--- config.mk ---
export PLATFORM = sky130hd
export DESIGN_NAME = bitstream_decoder_flat
export DESIGN_NICKNAME = d
export VERILOG_FILES = /design/src/rtl/bitstream_decoder_pkg.sv /design/src/rtl/bitstream_decoder_if.sv /design/src/rtl/bitstream_decoder_cntwithen.sv /design/src/rtl/bitstream_decoder.sv /design/src/flat_wrapper.sv
export SDC_FILE = /design/constraint.sdc
export NUM_CORES = 1
export LEC_CHECK = 0
export ABC_CLOCK_PERIOD_IN_PS = 3200
export CAP_MARGIN = 10
export CORE_MARGIN = 2
export CORE_UTILIZATION = 50
export DETAILED_ROUTE_END_ITERATION = 6
export GPL_ROUTABILITY_DRIVEN = 1
export PLACE_DENSITY = 0.8
export SETUP_SLACK_MARGIN = 0.05
export SYNTH_ARGS = -nofsm -noshare
export SYNTH_HDL_FRONTEND = slang
export SYNTH_HIERARCHICAL = 1
export SYNTH_SLANG_ARGS = --single-unit
--- constraint.sdc ---
create_clock -name iClk -period 3.2 [get_ports iClk]
set_clock_uncertainty 0.15 [all_clocks]
set_input_delay 0.64 -clock iClk [delete_from_list [all_inputs] [get_ports iClk]]
set_output_delay 0.64 -clock iClk [all_outputs]
set_load 0.005 [all_outputs]
--- src/rtl/bitstream_decoder_pkg.sv ---
// Shared constants and types for the unary-to-binary bitstream decoder.
//  BITWIDTH : stream precision; one window is WINLEN = 2^BITWIDTH enabled cycles,
//             matching the Sobol RNG period on the encoder side.
//  bitRev   : first-dimension Sobol value for a given index (bit reversal).
package bitstream_decoder_pkg;

  localparam int unsigned BITWIDTH = 4;
  localparam int unsigned WINLEN   = 1 << BITWIDTH;

  typedef enum logic [0:0] {
    StIdle,
    StValid
  } outState_e;

  function automatic logic [BITWIDTH-1:0] bitRev(input logic [BITWIDTH-1:0] idx);
    logic [BITWIDTH-1:0] r;
    for (int i = 0; i < int'(BITWIDTH); i++) begin
      r[i] = idx[BITWIDTH-1-i];
    end
    return r;
  endfunction

endpackage

--- src/rtl/bitstream_decoder_if.sv ---
// Result handshake between the decoder (master) and its consumer (slave).
//  oData  : decoded count, 0 .. 2^BITWIDTH
//  oValid : oData holds an unconsumed result
//  oDrop  : 1-cycle pulse, an unconsumed result was overwritten
//  iReady : consumer accepts oData when oValid && iReady
interface bitstream_decoder_if;

  logic [bitstream_decoder_pkg::BITWIDTH:0] oData;
  logic                                     oValid;
  logic                                     oDrop;
  logic                                     iReady;

  modport master (
    output oData,
    output oValid,
    output oDrop,
    input  iReady
  );

  modport slave (
    input  oData,
    input  oValid,
    input  oDrop,
    output iReady
  );

endinterface

--- src/rtl/bitstream_decoder_cntwithen.sv ---
// Enabled wrap-around counter; shared with the encoder so both windows stay aligned.
//  iClk  : clock
//  iRstN : asynchronous reset, active low
//  iEn   : count enable
//  iClr  : synchronous clear, overrides iEn
//  oCnt  : current count
module bitstream_decoder_cntwithen #(
  parameter int unsigned Width = 4
) (
  input  logic             iClk,
  input  logic             iRstN,
  input  logic             iEn,
  input  logic             iClr,
  output logic [Width-1:0] oCnt
);

  logic [Width-1:0] cntQ;

  always_ff @(posedge iClk or negedge iRstN) begin
    if (!iRstN) begin
      cntQ <= '0;
    end else if (iClr) begin
      cntQ <= '0;
    end else if (iEn) begin
      cntQ <= cntQ + Width'(1);
    end
  end

  assign oCnt = cntQ;

endmodule

--- src/rtl/bitstream_decoder.sv ---
// Unary-to-binary decoder: counts the 1s of a unary stream over a window of 2^BITWIDTH
// enabled cycles and presents the count through a valid/ready handshake.
//  iClk     : clock
//  iRstN    : asynchronous reset, active low
//  iEn      : stream bit qualifier; the window advances only when set
//  iClr     : synchronous clear of window state and handshake (oData holds)
//  iBit     : unary stream bit
//  oPartial : running count of the current window
//  outIf    : result handshake (oData/oValid/oDrop out, iReady in)
module bitstream_decoder
  import bitstream_decoder_pkg::*;
(
  input  logic                 iClk,
  input  logic                 iRstN,
  input  logic                 iEn,
  input  logic                 iClr,
  input  logic                 iBit,
  output logic [BITWIDTH:0]    oPartial,
  bitstream_decoder_if.master  outIf
);

  localparam logic [BITWIDTH-1:0] WinLast = BITWIDTH'(WINLEN - 1);

  logic [BITWIDTH-1:0] winCnt;
  logic [BITWIDTH:0]   accQ;
  logic [BITWIDTH:0]   accNext;
  logic [BITWIDTH:0]   dataQ;
  logic                dropQ;
  outState_e           stateQ;
  logic                winEnd;

  bitstream_decoder_cntwithen #(
    .Width (BITWIDTH)
  ) uWinCnt (
    .iClk  (iClk),
    .iRstN (iRstN),
    .iEn   (iEn),
    .iClr  (iClr),
    .oCnt  (winCnt)
  );

  // iClr priority is applied in the register block, so winEnd need not qualify it.
  assign winEnd  = iEn && (winCnt == WinLast);
  // acc never exceeds 2^BITWIDTH, so the extra bit is enough and no saturation is needed.
  assign accNext = accQ + (BITWIDTH + 1)'(iBit);

  always_ff @(posedge iClk or negedge iRstN) begin
    if (!iRstN) begin
      accQ   <= '0;
      dataQ  <= '0;
      dropQ  <= 1'b0;
      stateQ <= StIdle;
    end else if (iClr) begin
      accQ   <= '0;
      dropQ  <= 1'b0;
      stateQ <= StIdle;
    end else begin
      dropQ <= 1'b0;
      if (winEnd) begin
        // Final bit is folded in; the next window starts immediately.
        dataQ  <= accNext;
        accQ   <= '0;
        stateQ <= StValid;
        dropQ  <= (stateQ == StValid) && !outIf.iReady;
      end else begin
        if (iEn) begin
          accQ <= accNext;
        end
        if ((stateQ == StValid) && outIf.iReady) begin
          stateQ <= StIdle;
        end
      end
    end
  end

  assign oPartial     = accQ;
  assign outIf.oData  = dataQ;
  assign outIf.oValid = (stateQ == StValid);
  assign outIf.oDrop  = dropQ;

endmodule

--- src/flat_wrapper.sv ---
// flat-port wrapper written by rule: the top's interface ports become plain ports
module bitstream_decoder_flat import bitstream_decoder_pkg::*;
  (iClk, iRstN, iEn, iClr, iBit, oPartial, outIf_oData, outIf_oValid, outIf_oDrop, outIf_iReady);
  bitstream_decoder_if outIf_i ();
  input  logic iClk;
  input  logic iRstN;
  input  logic iEn;
  input  logic iClr;
  input  logic iBit;
  output logic [BITWIDTH:0] oPartial;
  output wire logic [$bits(outIf_i.oData)-1:0] outIf_oData;
  output wire logic [$bits(outIf_i.oValid)-1:0] outIf_oValid;
  output wire logic [$bits(outIf_i.oDrop)-1:0] outIf_oDrop;
  input wire logic [$bits(outIf_i.iReady)-1:0] outIf_iReady;
  assign outIf_oData = outIf_i.oData;
  assign outIf_oValid = outIf_i.oValid;
  assign outIf_oDrop = outIf_i.oDrop;
  assign outIf_i.iReady = outIf_iReady;
  bitstream_decoder u_core (.iClk(iClk), .iRstN(iRstN), .iEn(iEn), .iClr(iClr), .iBit(iBit), .oPartial(oPartial), .outIf(outIf_i));
endmodule
# After elaboration in Yosys (flattened, before gate mapping)
# Index checks and enable logic that the tools add are counted.
word_totals:
  output_inout_bits: 12
  input_bits: 6
  wordCells: 27
  ff_bits: 16
op_classes:
  n_eq_ne: 1
  n_bitwise: 1
  add_sub_neg: 2
  n_mux: 10
  n_reduce_logical: 8
ops:
  columns: ["op", "n"]
  rows:
  - ["2-to-1 mux 5 bit", 3]
  - ["2-to-1 mux 4 bit", 2]
  - ["nonzero test 3 bit", 2]
  - ["adder 5 x 1 -> 5 bit", 1]
  - ["2-to-1 mux 1 bit", 5]
  - ["adder 4 x 1 -> 4 bit (second input constant)", 1]
  - ["equality test 4 bit (second input constant)", 1]
  - ["logical AND 1 bit", 3]
  - ["AND reduction 2 bit", 1]
  - ["nonzero test 2 bit", 1]
  - ["zero test 1 bit", 1]
  - ["NOT 1 bit", 1]

# Logic depth before layout (Yosys ltp)
logic_depth:
  word_depth: 4
  mapped_depth: 5
  depth_no_buf: 5

# By module
# The synthesis kept the hierarchy.
modules_own_cells:
  columns: ["module", "seq_area_each_um2", "cells_each", "instances", "area_per_inst_um2"]
  rows:
  - ["bitstream_decoder", 300.3, 45, 1, 570.5]
  - ["bitstream_decoder_cntwithen", 100.1, 16, 1, 192.7]

# Worst setup path after synthesis
# OpenSTA, ideal clock, no wires.
synth_path:
  kind: "in2reg"
  from: "input iBit"
  to: "register u_core.dataQ[2], in the netlist u_core/outIf.oData[2]"
  required_time_ps: 2925
  setup_slack_ps: 1318
  arrival_ps: 1607
  path_stages: 5
  setup_ps: 125
  n_path_buf: 0
  cell_sequence: "ha_1 > ha_1 > nor2b_1 > or2_0 > mux2_2"
synth_between:
  elab_chain_len: 1
synth_lines:
  columns: ["item", "line", "source"]
  rows:
  - ["start: declaration", "flat_wrapper.sv:9", "input logic iBit;"]
  - ["adder 5 x 1 -> 5 bit", "bitstream_decoder.sv:45", "assign accNext = accQ + (BITWIDTH + 1)'(iBit);"]
  - ["end signal: assignment", "bitstream_decoder.sv:61", "dataQ <= accNext;"]
  - ["end: declaration", "bitstream_decoder.sv:27", "logic [BITWIDTH:0] dataQ;"]
# No other way between the ends.
# A chain may end at the register's enable or synchronous reset.

# Worst setup path after layout
layout_path:
  from: "input iEn"
  to: "register u_core.dataQ[2], in the netlist u_core/outIf.oData[2]"
layout_between:
  elab_chain_len: 2
layout_lines:
  columns: ["item", "line", "source"]
  rows:
  - ["start: declaration", "flat_wrapper.sv:7", "input logic iEn;"]
  - ["logical AND 1 bit", "bitstream_decoder.sv:43", "assign winEnd = iEn && (winCnt == WinLast);"]
  - ["AND reduction 2 bit (no line)", null, null]
# No other way between the ends.

==> key figures <==
Placement
  – Setup slack at placement: 769 ps
  – Port Buf Inserts: 17
  – Routability cong.: approximately 0.76
  – DP HPWL: ~1100 µm

Power
  – Comb pwr share: 9.3%
  – Power Dens Cells: roughly 380 nW/µm²
  – Reg power frac: 56.0%
  – Switching share of total power: a little under a quarter
  – Power share of the clock group: about a third
  – P_leak: about 0.48 nW
  – Max VDD drop: around 0.25 mV
  – Pint: ~0.3 mW
  – Net switching power: 0.0860 mW

Critical path
  – Startpoint Class: primary input
  – Setup CP Type: in -> reg
  – Top delay family on crit path: buffers and inverters
  – CP required: about 3200 ps
  – Worst reg-to-reg setup slack: around 1500 ps
  – Max incr delay on CP: 640 ps
  – Critical path buffers and inverters: 2
  – WP data arrival: approximately 2100 ps
  – Crit. End Element: flip-flop
  – Cell breakdown of the critical path: clkdlybuf4s50_1 -> inv_1 -> nor3_4 -> mux2_2
  – CP Max Fanout: 8
  – CP max-delay cell: clkdlybuf4s50_1

Synth
  – Area leader, netlist: dfrtp_1
  – Synth top area cells: dfrtp_1, mux2_2, ha_1, a22o_1, xnor2_1
  – Register area share after synthesis: between 50% and 60%
  – Synth async-reset ratio: 100%
  – EDFF count, synth: 0
  – Yosys reg bits: 16
  – Syn nets: 70
  – Syn Inst Count: just over 60
  – Count of different cell masters after synthesis: 24
  – Ys flop type: dfrtp_1
  – Ys Warns: 6
  – Top cell type's share of synthesized area: a little over half
  – Syn avg cell area: between 10 and 15 µm²
  – Count leader, synth: dfrtp_1
  – Synth cell count leaders: dfrtp_1, nor2_1, mux2_2, a22o_1, nor2b_1
  – Synth Cell Area: 763 µm²

Timing
  – Max Fclk: 0.473 GHz
  – Worst setup margin: roughly 1100 ps
  – Final worst-path cycle share: roughly 66%
  – Worst Max-Slew Pin Slew: between 700 and 800 ps
  – Setup TNS: 0 ps
  – Hold Vio Cnt, Final: 0
  – RSZ-0062 raised after global routing: no
  – Period minus WS final: 2110 ps
  – Final Max Slew Viols: 0
  – Headroom to the max-slew limit: 52.3%
  – Setup-failing EPs final: 0

Run
  – Max-cap violations: 0

Global route
  – Global-route wire length before repair: 2420 µm
  – Tot GR Track Use: 18.3%
  – Grt ovf: 0
  – Vias in the first global route: approximately 530
  – Initial antenna violation count: 0
  – Largest net degree at the start of global routing: 17

Routing
  – First-pass iteration count of the detailed router: 3
  – Drt total wl: 1410 µm
  – Via count: 540
  – Drt via density: 5.51
  – Drt drc: 0
  – Wire length per cell: roughly 14 µm
  – Drt first-iter violations: 2
  – DRT antenna net count: 0

Outcome
  – Status: finished clean

Clock network
  – CTS tree: done
  – CTS root buf: clkbuf_4
  – Post-CTS Hold Fix Bufs: 0
  – Sink Count: 16
  – Post_cts resized: 0
  – CTS Buffer Depth: 2
  – Clock Latency Late Sink: ~280 ps
  – H-Tree Depth: 1
  – Clock transition at path regs: about 90 ps
  – Setup bufs post-CTS: 0
  – CTS Buf Count: 3

Finish
  – Layout cells sized above 1: about 17%
  – Layout area overhead: 29.7%
  – Diode count: 0
  – Final nets: between 90 and 100
  – Filler Cell Count: about 120

Floorplan
  – Initial Util: 51.9%
  – Die area: 1860 µm²
  – Die Y: roughly 43 µm
  – # IOs: 18
  – Die Wd: 43.1 µm
  – FP Rows: 14
  – Core Region: around 1500 µm²

Min path
  – Hold WC Path Type: reg -> reg
==> registers in the layout, summed over array words and instances (netlist names) <==
signal and cells:
u_core/uWinCnt/oCnt 4, u_core/outIf.oDrop 1, u_core/outIf.oValid 1, u_core/outIf.oData 5, u_core/oPartial 5
==> worst register-to-register path, delay by kind of cell (launching register included) <==
kind | cells | cell delay, ps
adder cells (fa/ha/maj) | 2 | 410
AND/OR/NAND/NOR | 2 | 350
multiplexers | 1 | 270
flip-flops | 1 | 410
==> kinds of logic after synthesis <==
family,share of synthesized area [%]
AND/OR/NAND/NOR,17.7
flip-flops,52.5
AO/OA/AOI/OAI,9.84
buffers and inverters,0.984
XOR/XNOR,3.44
multiplexers,10.7
adder cells (fa/ha/maj),4.92
==> layout make-up <==
type                    instances  area, µm²  share of cell area [%]
flip-flops and latches         16        400                    40.5
inverters                       2       7.51                   0.759
repair buffers                 17        170                    17.2
multi-input cells              43        355                    35.9
well taps                      16       20.0                    2.02
clock buffers                   4       36.3                    3.67
==> cell usage in the layout, fill, tap and decap left out, types with 3 or more instances in the layout <==
master           instances
dfrtp_1                 16
nor2b_1                  4
xnor2_1                  3
nor2_1                   6
clkbuf_4                 3
clkdlybuf4s50_1         17
mux2_2                   5
a22o_1                   4
ha_1                     3
==> power groups by stage <==
stage	registers, mW	logic (mW)	clock network [mW]
6_report	0.213	0.0354	0.132
2_1_floorplan	0.216	0.0151	0
5_1_grt	0.213	0.0401	0.143
4_1_cts	0.213	0.0353	0.137
3_5_place_dp	0.217	0.0351	0
3_3_place_gp	0.216	0.0343	0
==> final timing paths <==
kind,from,to,cells after the start
hold reg to reg,u_core/outIf.oData[4],u_core/outIf.oData[4],1
min in group asynchronous,iRstN,u_core/outIf.oValid,1
setup / recovery,iEn,u_core/outIf.oData[2],4
setup reg to reg,u_core/oPartial[0],u_core/outIf.oData[2],5
hold / removal,u_core/outIf.oData[4],u_core/outIf.oData[4],1
max in group asynchronous,iRstN,u_core/oPartial[0],1
==> routing by layer <==
metal	GRT usage (%)	wire (µm)	vias up
met5	0	0	-
li1	-	-	263
met3	3.83	53	2
met1	24.2	662	266
met2	28.2	672	9
met4	9.09	18	0
==> through the flow <==
step / total power [mW] / hold slack, ps / std cells / area [µm²] / util (%)
2_1_floorplan: 0.231 / 194 / 61 / 763 / -
6_report: 0.380 / 367 / 98 / 990 / 67.3
3_5_place_dp: 0.252 / 349 / 94 / 953 / 64.8
4_1_cts: 0.385 / 371 / 98 / 990 / 67.3
3_3_place_gp: 0.251 / 342 / 94 / 953 / 64.8
5_1_grt: 0.397 / 395 / 98 / 990 / 67.3
No activity file was read; power rests on OpenSTA's default activity.
